<file path="config.mk">
export PLATFORM = sky130hd
export DESIGN_NAME = vga_sync_gen_flat
export DESIGN_NICKNAME = d
export VERILOG_FILES = /design/src/rtl/vga_sync_gen_if.sv /design/src/rtl/vga_sync_gen.sv /design/src/flat_wrapper.sv
export SDC_FILE = /design/constraint.sdc
export NUM_CORES = 1
export LEC_CHECK = 0
export CAP_MARGIN = 30
export CORE_MARGIN = 2
export CORE_UTILIZATION = 55
export DETAILED_ROUTE_END_ITERATION = 10
export GPL_TIMING_DRIVEN = 1
export PLACE_DENSITY = 0.84
export SLEW_MARGIN = 10
export SYNTH_ARGS = -nofsm -noshare
export SYNTH_HDL_FRONTEND = slang
export SYNTH_SLANG_ARGS = --single-unit
</file>
<file path="constraint.sdc">
create_clock -name clk -period 7 [get_ports clk]
set_input_delay 1.4 -clock clk [delete_from_list [all_inputs] [get_ports clk]]
set_output_delay 1.4 -clock clk [all_outputs]
set_load 0.02 [all_outputs]
</file>
<file path="src/rtl/vga_sync_gen_if.sv">
// Raster timing bundle from the VGA sync generator to the pin mapping and renderer.
// The generator drives everything; consumers only observe.
interface vga_sync_gen_if;
  logic       hsync;
  logic       vsync;
  logic       display_on;
  logic [9:0] hpos;
  logic [9:0] vpos;
  logic       line_tick;
  logic       frame_tick;
  logic [7:0] frame_cnt;

  modport master (
    output hsync,
    output vsync,
    output display_on,
    output hpos,
    output vpos,
    output line_tick,
    output frame_tick,
    output frame_cnt
  );

  modport slave (
    input hsync,
    input vsync,
    input display_on,
    input hpos,
    input vpos,
    input line_tick,
    input frame_tick,
    input frame_cnt
  );
endinterface

</file>
<file path="src/rtl/vga_sync_gen.sv">
// VGA raster timing generator: pixel/line counters, registered syncs, blanking and
// per-line / per-frame strobes, all aligned to the registered hpos/vpos.
module vga_sync_gen #(
  parameter int H_ACTIVE         = 640,
  parameter int H_FP             = 16,
  parameter int H_SYNC           = 96,
  parameter int H_BP             = 48,
  parameter int V_ACTIVE         = 480,
  parameter int V_FP             = 10,
  parameter int V_SYNC           = 2,
  parameter int V_BP             = 33,
  parameter int SYNC_ACTIVE_HIGH = 0
) (
  input  logic          clk,
  input  logic          rst_n,
  vga_sync_gen_if.master vga_o
);

  localparam int H_TOTAL = H_ACTIVE + H_FP + H_SYNC + H_BP;
  localparam int V_TOTAL = V_ACTIVE + V_FP + V_SYNC + V_BP;

  // The counters are 10 bits wide, so larger rasters cannot be represented.
  if ((H_TOTAL > 1024) || (V_TOTAL > 1024)) begin : g_bad_params
    $error("vga_sync_gen: H_TOTAL and V_TOTAL must not exceed 1024");
  end

  localparam logic [9:0] H_LAST     = 10'(H_TOTAL - 1);
  localparam logic [9:0] V_LAST     = 10'(V_TOTAL - 1);
  localparam logic [9:0] H_VIS      = 10'(H_ACTIVE);
  localparam logic [9:0] V_VIS      = 10'(V_ACTIVE);
  localparam logic [9:0] HS_FIRST   = 10'(H_ACTIVE + H_FP);
  localparam logic [9:0] HS_LAST    = 10'(H_ACTIVE + H_FP + H_SYNC - 1);
  localparam logic [9:0] VS_FIRST   = 10'(V_ACTIVE + V_FP);
  localparam logic [9:0] VS_LAST    = 10'(V_ACTIVE + V_FP + V_SYNC - 1);
  localparam logic       SYNC_ON    = (SYNC_ACTIVE_HIGH != 0);

  logic [9:0] hpos_q, hpos_d;
  logic [9:0] vpos_q, vpos_d;
  logic       hsync_q, hsync_d;
  logic       vsync_q, vsync_d;
  logic       display_on_q, display_on_d;
  logic       line_tick_q, line_tick_d;
  logic       frame_tick_q, frame_tick_d;
  logic [7:0] frame_cnt_q, frame_cnt_d;

  // Decodes use the next counter values so each flopped output lines up with
  // the hpos/vpos registered on the same edge.
  always_comb begin
    hpos_d = hpos_q + 10'd1;
    vpos_d = vpos_q;
    if (hpos_q == H_LAST) begin
      hpos_d = '0;
      if (vpos_q == V_LAST) begin
        vpos_d = '0;
      end else begin
        vpos_d = vpos_q + 10'd1;
      end
    end

    hsync_d      = ((hpos_d >= HS_FIRST) && (hpos_d <= HS_LAST)) ? SYNC_ON : ~SYNC_ON;
    vsync_d      = ((vpos_d >= VS_FIRST) && (vpos_d <= VS_LAST)) ? SYNC_ON : ~SYNC_ON;
    display_on_d = (hpos_d < H_VIS) && (vpos_d < V_VIS);
    line_tick_d  = (hpos_d == '0);
    frame_tick_d = (hpos_d == '0) && (vpos_d == V_VIS);
    frame_cnt_d  = frame_cnt_q + 8'(frame_tick_d);
  end

  // Reset parks the raster on its last pixel so the first edge afterwards lands on (0,0).
  always_ff @(posedge clk or negedge rst_n) begin
    if (!rst_n) begin
      hpos_q       <= H_LAST;
      vpos_q       <= V_LAST;
      hsync_q      <= ~SYNC_ON;
      vsync_q      <= ~SYNC_ON;
      display_on_q <= 1'b0;
      line_tick_q  <= 1'b0;
      frame_tick_q <= 1'b0;
      frame_cnt_q  <= '0;
    end else begin
      hpos_q       <= hpos_d;
      vpos_q       <= vpos_d;
      hsync_q      <= hsync_d;
      vsync_q      <= vsync_d;
      display_on_q <= display_on_d;
      line_tick_q  <= line_tick_d;
      frame_tick_q <= frame_tick_d;
      frame_cnt_q  <= frame_cnt_d;
    end
  end

  assign vga_o.hsync      = hsync_q;
  assign vga_o.vsync      = vsync_q;
  assign vga_o.display_on = display_on_q;
  assign vga_o.hpos       = hpos_q;
  assign vga_o.vpos       = vpos_q;
  assign vga_o.line_tick  = line_tick_q;
  assign vga_o.frame_tick = frame_tick_q;
  assign vga_o.frame_cnt  = frame_cnt_q;

endmodule

</file>
<file path="src/flat_wrapper.sv">
// flat-port wrapper written by rule: the top's interface ports become plain ports
module vga_sync_gen_flat 
#(
  parameter int H_ACTIVE         = 640,
  parameter int H_FP             = 16,
  parameter int H_SYNC           = 96,
  parameter int H_BP             = 48,
  parameter int V_ACTIVE         = 480,
  parameter int V_FP             = 10,
  parameter int V_SYNC           = 2,
  parameter int V_BP             = 33,
  parameter int SYNC_ACTIVE_HIGH = 0
)
  (clk, rst_n, vga_o_hsync, vga_o_vsync, vga_o_display_on, vga_o_hpos, vga_o_vpos, vga_o_line_tick, vga_o_frame_tick, vga_o_frame_cnt);
  vga_sync_gen_if vga_o_i ();
  input  logic clk;
  input  logic rst_n;
  output wire logic [$bits(vga_o_i.hsync)-1:0] vga_o_hsync;
  output wire logic [$bits(vga_o_i.vsync)-1:0] vga_o_vsync;
  output wire logic [$bits(vga_o_i.display_on)-1:0] vga_o_display_on;
  output wire logic [$bits(vga_o_i.hpos)-1:0] vga_o_hpos;
  output wire logic [$bits(vga_o_i.vpos)-1:0] vga_o_vpos;
  output wire logic [$bits(vga_o_i.line_tick)-1:0] vga_o_line_tick;
  output wire logic [$bits(vga_o_i.frame_tick)-1:0] vga_o_frame_tick;
  output wire logic [$bits(vga_o_i.frame_cnt)-1:0] vga_o_frame_cnt;
  assign vga_o_hsync = vga_o_i.hsync;
  assign vga_o_vsync = vga_o_i.vsync;
  assign vga_o_display_on = vga_o_i.display_on;
  assign vga_o_hpos = vga_o_i.hpos;
  assign vga_o_vpos = vga_o_i.vpos;
  assign vga_o_line_tick = vga_o_i.line_tick;
  assign vga_o_frame_tick = vga_o_i.frame_tick;
  assign vga_o_frame_cnt = vga_o_i.frame_cnt;
  vga_sync_gen #(.H_ACTIVE(H_ACTIVE), .H_FP(H_FP), .H_SYNC(H_SYNC), .H_BP(H_BP), .V_ACTIVE(V_ACTIVE), .V_FP(V_FP), .V_SYNC(V_SYNC), .V_BP(V_BP), .SYNC_ACTIVE_HIGH(SYNC_ACTIVE_HIGH)) u_core (.clk(clk), .rst_n(rst_n), .vga_o(vga_o_i));
endmodule
</file>
* Word level (Yosys, flattened, before mapping)
Index checks and enable logic that the tools add are counted.
** Word-level totals
- Bits in registers :: 33
- Input port bits :: 2
- Output and inout port bits :: 33
- Word-level logic and storage cells :: 30
** Cells by class
- Add/sub/neg operators :: 3
- $lt $le $gt $ge :: 6
- Eq/ne operators :: 3
- Multiplexer cells :: 5
- Reduce and logical (&&, ||, !) cells :: 5
** Operators by type and width (count)
- 2-to-1 mux 10 bit :: 3
- adder 10 x 1 -> 10 bit (second input constant) :: 2
- == test 10 bit (second input constant) :: 2
- == test 10 x 9 -> 1 bit (second input constant) :: 1
- >= comparator 10 bit (second input constant) :: 1
- >= comparator 10 x 9 -> 1 bit (second input constant) :: 1
- <= comparator 10 bit (second input constant) :: 1
- <= comparator 10 x 9 -> 1 bit (second input constant) :: 1
- zero test 10 bit :: 1
- less-than comparator 10 bit (second input constant) :: 1
- less-than comparator 10 x 9 -> 1 bit (second input constant) :: 1
- adder 8 x 1 -> 8 bit :: 1
- logical AND 1 bit :: 4
- 2-to-1 mux 1 bit :: 2

* Logic depth before layout (Yosys ltp)
Gate-level depths: netlist of run 1.
- Depth after elaboration :: 6
- Gate-level depth with buffers :: 14
- Gate-level depth less buffers :: 13

* Worst setup path after synthesis of run 1
No wires, ideal clock.
- Kind :: register to register
- Start :: reg u_core.hpos_q[0] (netlist: u_core.vga_o.hpos[0])
- End :: reg u_core.frame_cnt_q[6] (netlist: u_core.vga_o.frame_cnt[6])
- Arrival :: 3468 ps
- Setup slack :: 3403 ps
- Cell stages (with the launch flop) :: 13
- Buffers on the path :: 0
- Clock period less this slack :: 3597 ps
- Cell sequence :: dfstp_2 ha_1 nand4_1 or3_4 o31a_1 or4_1 nor4_2 and4bb_1 ha_1 ha_1 and3_1 nand3_1 xnor2_1
** On the way
- Longest elaborated chain between the ends :: 5
- Elaborated cells between the ends (all ways) :: 8
- Classes of those cells :: 2 x add/sub; 2 x eq/ne; 2 x mux; 2 x reduce/logical
** Ends and longest elaborated chain
- start: declaration :: RTL line vga_sync_gen.sv:37 : logic [9:0] hpos_q, hpos_d;
- start signal: assignment :: RTL line vga_sync_gen.sv:80 : hpos_q <= hpos_d;
- adder 10 x 1 -> 10 bit or == test 10 bit (tied branches) :: RTL line vga_sync_gen.sv:49, vga_sync_gen.sv:51
- 2-to-1 mux 10 bit :: RTL line vga_sync_gen.sv:51 : if (hpos_q == H_LAST) begin
- zero test 10 bit or == test 10 x 9 -> 1 bit (tied branches) :: RTL line vga_sync_gen.sv:64 : frame_tick_d = (hpos_d == '0) && (vpos_d == V_VIS);
- logical AND 1 bit * :: RTL line vga_sync_gen.sv:64
- via u_core.frame_tick_d :: RTL line vga_sync_gen.sv:43 : logic frame_tick_q, frame_tick_d;
- adder 8 x 1 -> 8 bit * :: RTL line vga_sync_gen.sv:65 : frame_cnt_d = frame_cnt_q + 8'(frame_tick_d);
- via u_core.frame_cnt_d[6] :: RTL line vga_sync_gen.sv:44 : logic [7:0] frame_cnt_q, frame_cnt_d;
- end signal: assignment :: RTL line vga_sync_gen.sv:87 : frame_cnt_q <= frame_cnt_d;
- end: declaration :: RTL line vga_sync_gen.sv:44
Mark *: on every way through the listed nets, which the timed path passes. The rest lies on a longest branch.

* Worst setup path after layout of run 1
Ends and elaborated chain as after synthesis.

==> metrics.txt, run 1 <==
outcome completed; CP Max Fanout 12; RSZ-0062 raised after global routing false; Hold-fix buffers, CTS 0; Setup violations, final 0; post-CTS sizing 0; simple-gate share of the synthesized area 24.1%; synth top area cells dfrtp_1, dfstp_2, xnor2_1, ha_1, nand3_1; met2 usage 36.2%; Mapped Nets 183; Vias/cell 5.70; WL final 3730 µm; CTS tree done; P&R area growth vs syn 25.2%; Worst Skew 0.0113 ns; Top FF cell, synth dfrtp_1; worst r2r path cells 12; Clock transition at path regs 0.12 ns; Synth Area in Compound Gates 9.64%; met3 layer usage reported by global route under 10%; core area 3080 µm²; vias in the first global route 1393; worst r2r src u_core.vga_o.hpos[0]$_DFF_PN1_; Pwr Total 0.342 mW; worst hold path startpoint u_core.vga_o.frame_cnt[7]$_DFF_PN0_; Final Max Tran Viols 0; clk sinks 33; busiest grt layer met2; nets 219; hold path depth 1; critical path's largest stage delay 0.59 ns; Top delay family on crit path simple AND/OR/NAND/NOR gates; IO Pins 35; Overflow after GRT 0; syn avg cell area 10.3 µm²; Post-CTS Setup Repair Bufs 0; pin count of the biggest net entering global routing 34; first-pass GRT wire length between 6000 and 7000 µm; ys async rst share 100%; number of enable flip-flop cells after synthesis 0; yosys warns 0; leading area contributor after synthesis dfrtp_1; routability cong. between 0.8 and 0.9; Detail Route Antenna Nets 0; Fmax between 200 and 250 MHz; DRC viols 0; Period minus WS final 4.01 ns; area of the die roughly 3700 µm²; HP Class flip-flop to flip-flop; count of cell types in the netlist between 40 and 50; maximum vdd drop 0.111 mV; largest family of logic cells by synthesized area simple AND/OR/NAND/NOR gates; Die Wd 61.1 µm; worst flop-to-flop path endpoint u_core.vga_o.frame_cnt[6]$_DFF_PN0_; Hold Vio Cnt, Final 0; H-tree depth 2; CTS root buf clkbuf_4; DRT iter0 DRCs slightly above 80; WL per Instance 14.6 µm; Critical Path End Type flip-flop; GR Util All Layers 22.7%; Crit Path Class flip-flop to flip-flop; CTS Buffer Depth 2; Final Core Density 72.8%; total negative slack 0 ns; Diodes inserted 0; Starting Density 58.2%; worst path buffer plus inverter count 0; Hold Path End u_core.vga_o.frame_cnt[7]$_DFF_PN0_; Worst-Skew Late Latency 0.33 ns; initial antenna violation count 0; adder-cell share of the synthesized area 4.89%; crit-path most repeated cell ha_1; worst path cell trace ha_1 > nand4_1 > or3_4 > o31a_1 > or4_1 > nor4_2 > and4bb_1 > ha_1 > ha_1 > and3_1 > nand3_1 > xnor2_1; Tightest Pin Transition 0.657 ns; final period utilization between 50% and 60%; Setup crit start kind flip-flop; pwr dens 153 nW/µm²; Levels on crit path 12; synthesized area 1790 µm²; Critical Path AT 4.24 ns; fraction of layout cells with a size suffix above 1 15.2%; die height 61.1 µm; max_slew headroom between 50% and 60%; flop-to-flop setup slack 2.99 ns; grt met1 use 30.4%; Crit-path slowest cell dfstp_2; hpwl dp 2720 µm; mux cell area share after synthesis roughly 1.7%; Seq/Total Area, Yosys 47.0%; CTS buffer count 5; XOR/XNOR share of the synthesized area between 8 and 9%; vias between 1000 and 1500; Worst EP required 7.23 ns; max-capacitance violation count 0; drt first pass iters 4; # rows 20; post-synth top area share about 29%; Cells after Synth approximately 170; FF+latch count, synth 33; Leak 0.914 nW; PortBufs 34; final hold slack 0.479 ns
[area by class of cell]
class                      count  area (µm²)
tap                           44        55.1
multi-input combinational    125         872
clock buffer                   5        37.5
fill                         224         837
timing repair buffer          36         355
inverter                       9        33.8
sequential                    33         841
clock inverter                 3        46.3
[metal layers]
layer / vias up / wire length (µm)
met5: - / 0
met4: 0 / 22
met3: 4 / 206
met2: 53 / 1820
met1: 699 / 1680
li1: 698 / -
[where the power goes]
| group | leakage, nW | internal, mW | total, mW | switching (mW) |
|---|---|---|---|---|
| combinational | 0.464 | 0.000853 | 0.00434 | 0.00349 |
| sequential | 0.408 | 0.191 | 0.191 | 0 |
| clock | 0.0414 | 0.0756 | 0.147 | 0.0713 |
| total | 0.914 | 0.267 | 0.342 | 0.0748 |
[kinds of logic (layout without fill, tap and decap cells)]
group | after synthesis | after routing
AOI/OAI and AO/OA | 26 | 26
xor gates and xnor gates | 17 | 17
adders and majority gates | 7 | 7
buffers and inverters | 16 | 53
DFF | 33 | 33
muxes | 3 | 3
and+or+nand+nor | 72 | 72
[cell usage in the layout, fill, tap and decap left out, drive strengths merged, types with 4 or more instances in the layout]
| cell type | Yosys | layout |
|---|---|---|
| nand2b | 4 | 4 |
| clkdlybuf4s50 | 0 | 34 |
| or2 | 4 | 4 |
| nor3 | 5 | 5 |
| nor2 | 8 | 8 |
| ha | 7 | 7 |
| nand3 | 11 | 11 |
| xor2 | 4 | 4 |
| nand2 | 13 | 13 |
| a21oi | 5 | 5 |
| clkbuf | 3 | 5 |
| nand4 | 4 | 4 |
| dfstp | 12 | 12 |
| dfrtp | 21 | 21 |
| xnor2 | 13 | 13 |
| o21ai | 6 | 6 |
| nor4 | 6 | 6 |
| inv | 9 | 9 |
[worst max-delay path by stage]
stage                                                     end                      startpoint
after detailed placement  u_core.vga_o.frame_cnt[6]$_DFF_PN0_  u_core.vga_o.hpos[0]$_DFF_PN1_
after global placement    u_core.vga_o.frame_cnt[6]$_DFF_PN0_  u_core.vga_o.hpos[0]$_DFF_PN1_
after CTS                 u_core.vga_o.frame_cnt[6]$_DFF_PN0_  u_core.vga_o.hpos[0]$_DFF_PN1_
final                     u_core.vga_o.frame_cnt[6]$_DFF_PN0_  u_core.vga_o.hpos[0]$_DFF_PN1_
after global routing      u_core.vga_o.frame_cnt[6]$_DFF_PN0_  u_core.vga_o.hpos[0]$_DFF_PN1_
after floorplan           u_core.vga_o.frame_cnt[6]$_DFF_PN0_  u_core.vga_o.hpos[0]$_DFF_PN1_
[flip-flops by register name, summed over array words and instances, names as in the netlist]
signal                   count
u_core.vga_o.display_on      1
u_core.vga_o.frame_cnt       8
u_core.vga_o.frame_tick      1
u_core.vga_o.hpos           10
u_core.vga_o.hsync           1
u_core.vga_o.line_tick       1
u_core.vga_o.vpos           10
u_core.vga_o.vsync           1
[cells in the mapped netlist, types with 2 or more instances]
library cell / count
nand2_1: 13
xnor2_1: 13
or4_1: 2
or2_2: 4
nand2b_1: 4
nor2_1: 8
nor4_2: 3
and4_1: 2
nand3_1: 11
a31oi_1: 3
nor3_1: 5
inv_1: 9
dfstp_2: 12
and3_1: 2
o31a_1: 2
o31ai_1: 3
buf_2: 2
dfrtp_1: 21
a21oi_1: 5
o21ai_0: 6
xor2_1: 4
o221ai_1: 2
clkbuf_1: 3
ha_1: 7
nand4b_1: 2
nor4_1: 3
buf_6: 2
nand4_1: 4
mux2i_1: 2
[stage by stage]
stage	worst slack, ns	std cells	instance area, µm²
2_1_floorplan	3.40	174	1790
3_3_place_gp	3.25	247	2160
3_5_place_dp	3.06	247	2160
4_1_cts	3.02	255	2240
5_1_grt	2.72	255	2240
6_report	2.99	255	2240
(Power assumes the default switching activity.)
==> run 2, diff against run 1 <==
Settings changed: CORE_UTILIZATION 55 to 46, PLACE_DENSITY 0.84 to 0.75.
Clock period 7 ns to 3.4 ns, I/O delays scaled along.
==> metrics.txt, run 2 (synthesis results as in run 1) <==
drt first pass iters 4 (unchanged); critical path's largest stage delay 0.53 ns (-0.06 ns); pin count of the biggest net entering global routing 34 (unchanged); max-capacitance violation count 0 (unchanged); area of the die 4410 µm² (+18%); flop-to-flop setup slack -0.02 ns (-3.01 ns); initial antenna violation count 0 (unchanged); Critical Path AT 3.60 ns (-0.64 ns); Tightest Pin Transition 0.523 ns (-0.135 ns); CTS buffer count 5 (unchanged); Worst-Skew Late Latency 0.29 ns (-0.04 ns); worst flop-to-flop path endpoint u_core.vga_o.frame_cnt[6]$_DFF_PN0_; maximum vdd drop 0.263 mV (+140%); setup ws final -0.0210 ns (-3.01 ns); final hold slack 0.483 ns (+0.00454 ns); Overflow after GRT 0 (unchanged); WL final 4600 µm (+23%); worst hold path startpoint u_core.vga_o.frame_cnt[7]$_DFF_PN0_; crit-path most repeated cell ha_4; Die Wd 66.4 µm (+8.7%); core area 3690 µm² (+20%); Setup crit start kind flip-flop; DRT iter0 DRCs 86 (+4.9%); max_slew headroom 64.7% (+8.9 points); worst path cell trace or3b_4 > or3_4 > o31a_1 > or4_4 > nor4_4 > and4bb_2 > ha_4 > ha_4 > and3_4 > nand3_4 > xnor2_2; Place WS -0.0903 ns (-3.15 ns); Clock transition at path regs 0.07 ns (-0.05 ns); hold path depth 1 (unchanged); fraction of layout cells with a size suffix above 1 30.6% (+15 points); worst r2r src u_core.vga_o.hpos[9]$_DFF_PN1_; Finished Cell Area 2620 µm² (+17%); first-pass GRT wire length 7210 µm (+14%); Top delay family on crit path simple AND/OR/NAND/NOR gates; worst r2r path cells 11 (-1); Final Max Tran Viols 0 (unchanged); final-layout fill cell count 268 (+20%); GR Util All Layers 22.3% (-0.45 points); H-tree depth 2 (unchanged); final period utilization 101% (+43 points); Hold Path End u_core.vga_o.frame_cnt[7]$_DFF_PN0_; hpwl dp 3020 µm (+11%); vias 1586 (+9.1%); HP Class flip-flop to flip-flop; most common cell after layout, fill and taps aside clkdlybuf4s50_1; vias in the first global route 1544 (+11%); Detail Route Antenna Nets 0 (unchanged); nets 243 (+11%); CTS tree done; Worst Skew 0.0112 ns (-0.0000413 ns); clk sinks 33 (unchanged); Starting Density 48.5% (-9.6 points); failing checks setup timing; IO Pins 35 (unchanged); RSZ-0062 raised after global routing true; outcome finished with violations; Vias/cell 5.60 (-1.7%); WL per Instance 16.3 µm (+11%); Setup violations, final 1 (+1); DP Area 2300 µm² (+6.5%); die height 66.4 µm (+8.7%); worst path buffer plus inverter count 0 (unchanged); Hold Vio Cnt, Final 0 (unchanged); pwr dens 321 nW/µm² (+110%); Crit-path slowest cell dfstp_2; CTS root buf clkbuf_8; routability cong. 0.896 (+1.5%); Diodes inserted 0 (unchanged); Fmax 292 MHz (+17%); Period minus WS final 3.42 ns (-0.587 ns); DRC viols 0 (unchanged); CP Max Fanout 3 (-9); most frequent cells in the layout clkdlybuf4s50_1, buf_4, dfrtp_1; Worst EP required 3.57 ns (-3.66 ns); Leak 1.11 nW (+21%); CTS Buffer Depth 2 (unchanged); Crit Path Class flip-flop to flip-flop; Critical Path End Type flip-flop; PortBufs 34 (unchanged); # rows 22 (+10%); P&R area growth vs syn 46.3%
==> run 2: area by class of cell <==
| cell class | count | area (µm²) | share of cell area (%) |
|---|---|---|---|
| Tap cell | 48 | 60.1 | 2.29 |
| Clock buffer | 5 | 68.8 | 2.63 |
| Timing Repair Buffer | 60 | 543 | 20.7 |
| Clock inverter | 3 | 65.1 | 2.48 |
| Multi-Input combinational cell | 125 | 1000 | 38.4 |
| Sequential cell | 33 | 843 | 32.2 |
| Inverter | 9 | 33.8 | 1.29 |
==> run 2: power breakdown <==
part	leakage, nW	total (mW)	internal [mW]	switching (mW)
logic	0.631	0.00935	0.00176	0.00759
clock network	0.0681	0.438	0.291	0.147
registers	0.406	0.393	0.393	0
total	1.11	0.840	0.686	0.154
==> run 2: worst max path at each step <==
stage | endpoint | depth (start not counted) | from | slack, ns
2_1_floorplan | u_core.vga_o.frame_cnt[6]$_DFF_PN0_ | 13 | u_core.vga_o.hpos[5]$_DFF_PN0_ | -0.09
3_3_place_gp | u_core.vga_o.frame_cnt[6]$_DFF_PN0_ | 11 | u_core.vga_o.hpos[9]$_DFF_PN1_ | 0.06
3_5_place_dp | u_core.vga_o.frame_cnt[6]$_DFF_PN0_ | 11 | u_core.vga_o.hpos[9]$_DFF_PN1_ | -0.09
4_1_cts | u_core.vga_o.frame_cnt[6]$_DFF_PN0_ | 11 | u_core.vga_o.hpos[9]$_DFF_PN1_ | -0.004
5_1_grt | u_core.vga_o.frame_cnt[6]$_DFF_PN0_ | 12 | u_core.vga_o.hpos[9]$_DFF_PN1_ | -0.09
6_report | u_core.vga_o.frame_cnt[6]$_DFF_PN0_ | 11 | u_core.vga_o.hpos[9]$_DFF_PN1_ | -0.02
==> run 2: layer usage <==
metal | up-vias | GRT usage [%] | wire length [µm] | part of all wire (%)
met5 | - | 0 | 0 | 0
met4 | 0 | 10.5 | 102 | 2.2
met3 | 11 | 6.98 | 210 | 4.6
met2 | 57 | 35.5 | 2350 | 51
met1 | 775 | 27.4 | 1930 | 42
li1 | 743 | - | - | -
==> run 2: worst reg2reg max path: cells and delay by family, from the launching register on <==
kind | cells | cell delay, ns
simple gates | 7 | 2.06
flops | 1 | 0.53
xor+xnor | 1 | 0.14
fa+ha+maj | 2 | 0.31
compound gates | 1 | 0.27
==> run 2: through the flow <==
stage	setup TNS, ns	cells	util (%)	total power [mW]
2_1_floorplan	-0.0944	174	-	0.400
3_3_place_gp	0	267	62.3	0.410
3_5_place_dp	-0.0903	267	62.3	0.410
4_1_cts	-0.00391	279	68.1	0.850
5_1_grt	-0.134	283	71.0	0.875
6_report	-0.0210	283	71.0	0.840
==> run 2: timing repair <==
item | CTS | global route
endpoints found under the setup margin | 1 | 4
pin swaps | 2 | 5
hold buffers | 0 | 0
gates resized for setup | 10 | 12
buffers inserted | 4 | 4
==> run 3, diff against run 2 <==
Settings changed: RECOVER_POWER set to 100.
==> metrics.txt, run 3 (synthesis results as in run 1) <==
met2 usage 35.5% (unchanged); Die Wd 66.4 µm (unchanged); maximum vdd drop 0.263 mV (about the same); Sw Pwr 0.158 mW (+2.1%); die height 66.4 µm (unchanged); max-capacitance violation count 1 (+1); Switching Fraction 18.7% (+0.33 points); Vias/cell 5.61 (+0.19%); Setup violations, final 1 (unchanged); routability cong. 0.896 (unchanged); Final Non-Filler Cells 283 (unchanged); Clock transition at path regs 0.08 ns (about the same); Worst-Skew Late Latency 0.30 ns (about the same); failing checks capacitance limit, slew limit, setup timing; PortBufs 34 (unchanged); sequential share of power 46.6% (-0.2 points); CTS root buf clkbuf_8; Tightest Pin Transition 1.77 ns (+1.25 ns); Period minus WS final 3.42 ns (+0.00148 ns); clock share of power 52.4% (+0.3 points); Starting Density 48.5% (unchanged); hpwl dp 3020 µm (unchanged); Crit-path slowest cell dfstp_2; final-layout fill cell count 278 (+3.7%); vias 1589 (+0.19%); Overflow after GRT 0 (unchanged); Comb power frac 1.0% (about the same); initial antenna violation count 0 (unchanged); # rows 22 (unchanged); Setup crit start kind flip-flop; Top delay family on crit path simple AND/OR/NAND/NOR gates; RSZ-0062 raised after global routing true; WL final 4590 µm (-0.15%); worst path cell trace or3b_4 > or3_4 > o31a_1 > or4_4 > nor4_4 > and4bb_2 > ha_4 > ha_4 > and3_4 > nand3_4 > xnor2_2; busiest grt layer met2; Final Max Tran Viols 34 (+34); clk sinks 33 (unchanged); pwr dens 326 nW/µm² (+1.5%); first-pass GRT wire length 7210 µm (unchanged); Detail Route Antenna Nets 0 (unchanged); Fmax 292 MHz (about the same); fraction of layout cells with a size suffix above 1 28.5% (-2.1 points); DRT iter0 DRCs 86 (unchanged); HP Class flip-flop to flip-flop; Final Core Density 70.2% (-0.81 points); H-tree depth 2 (unchanged); pin count of the biggest net entering global routing 34 (unchanged); area of the die 4410 µm² (unchanged); setup ws final -0.0224 ns (-0.00148 ns); internal cell power 0.685 mW (-0.11%); CTS tree done; Diodes inserted 0 (unchanged); Hold Vio Cnt, Final 0 (unchanged); most common cell after layout, fill and taps aside clkdlybuf4s50_1; most frequent cells in the layout clkdlybuf4s50_1, buf_4, dfrtp_1; drt first pass iters 4 (unchanged); CTS buffer count 5 (unchanged); Sequential Area 843 µm² (unchanged); worst path buffer plus inverter count 0 (unchanged); Inst Count DP 267 (unchanged); Critical Path End Type flip-flop; crit-path most repeated cell ha_4; core area 3690 µm² (unchanged); max_slew headroom -18.0% (-83 points); final period utilization 101% (about the same); CTS Buffer Depth 2 (unchanged); Worst Skew 0.0142 ns (+0.00292 ns); Leak 1.09 nW (-1.7%); Critical Path AT 3.60 ns (about the same); final hold slack 0.483 ns (-0.0000200 ns); Place WS -0.0903 ns (unchanged); Worst EP required 3.58 ns (about the same); nets 243 (unchanged); DRC viols 0 (unchanged); P&R area growth vs syn 44.6%; Crit Path Class flip-flop to flip-flop; outcome finished with violations; CP Max Fanout 3 (unchanged); vias in the first global route 1544 (unchanged); GR Util All Layers 22.3% (unchanged); critical path's largest stage delay 0.53 ns (about the same); IO Pins 35 (unchanged); Multi-input gate area 982 µm² (-2.2%); WL per Instance 16.2 µm (-0.15%); grt met1 use 27.4% (unchanged); met3 layer usage reported by global route 6.98% (unchanged)
run 3: cell count changes in the layout (fill, tap and decap cells not counted), moves of 2 or more:
cell,delta
clkdlybuf4s50_1,-2
buf_4,-2
dlygate4sd3_1,+2
clkbuf_1,+2
run 3: worst reg2reg max path, cell delays in order (launching register included):
cell	delay (ns)
dfstp_2	0.53
or3b_4	0.38
or3_4	0.38
o31a_1	0.26
or4_4	0.51
nor4_4	0.19
and4bb_2	0.32
ha_4	0.17
ha_4	0.14
and3_4	0.20
nand3_4	0.08
xnor2_2	0.14
run 3: repair_timing:
item | CTS | global route
setup endpoints to repair | 1 | 4
pin swaps | 2 | 5
resized for setup | 10 | 12
hold buffers | 0 | 0
buffers inserted | 4 | 4
run 3: path summary, 6_finish.rpt:
kind                                                          start                                   to  slack, ns  depth (start not counted)
worst max register to register       u_core.vga_o.hpos[9]$_DFF_PN1_  u_core.vga_o.frame_cnt[6]$_DFF_PN0_      -0.02                         11
worst max-delay path                 u_core.vga_o.hpos[9]$_DFF_PN1_  u_core.vga_o.frame_cnt[6]$_DFF_PN0_      -0.02                         11
worst min register to register  u_core.vga_o.frame_cnt[7]$_DFF_PN0_  u_core.vga_o.frame_cnt[7]$_DFF_PN0_       0.48                          1
worst min-delay path            u_core.vga_o.frame_cnt[7]$_DFF_PN0_  u_core.vga_o.frame_cnt[7]$_DFF_PN0_       0.48                          1
min in group asynchronous                                     rst_n  u_core.vga_o.frame_cnt[3]$_DFF_PN0_       1.40                          2
max in group asynchronous                                     rst_n       u_core.vga_o.hpos[6]$_DFF_PN0_       0.85                          2
run 3: area by class of cell:
cell class	instances	area share, %
Sequential cell	33	32.6
Tap cell	48	2.32
Clock inverter	3	2.51
Multi-Input combinational cell	125	37.9
Inverter	9	1.30
Timing Repair Buffer	60	20.7
Clock buffer	5	2.66
run 3: per-stage QoR:
step | instance area [µm²] | power (mW) | TNS [ns]
floorplan | 1810 | 0.400 | -0.0944
global placement | 2300 | 0.410 | 0
detailed placement | 2300 | 0.410 | -0.0903
CTS | 2510 | 0.850 | -0.00391
global route | 2590 | 0.874 | -0.130
finish | 2590 | 0.843 | -0.0224
run 3: power groups by stage:
stage               registers (mW)  clock network [mW]   logic (mW)
floorplan                    0.400                   0  0.000000358
global placement             0.400                   0      0.00972
detailed placement           0.400                   0      0.00970
CTS                          0.393               0.447      0.00971
global route                 0.393               0.471       0.0102
finish                       0.393               0.441      0.00846
run 3: per-layer routing:
| metal | share of wire, % | up-vias |
|---|---|---|
| met5 | 0 | - |
| met4 | 2.3 | 0 |
| met2 | 51 | 55 |
| met3 | 4.1 | 14 |
| met1 | 42 | 774 |
| li1 | - | 746 |
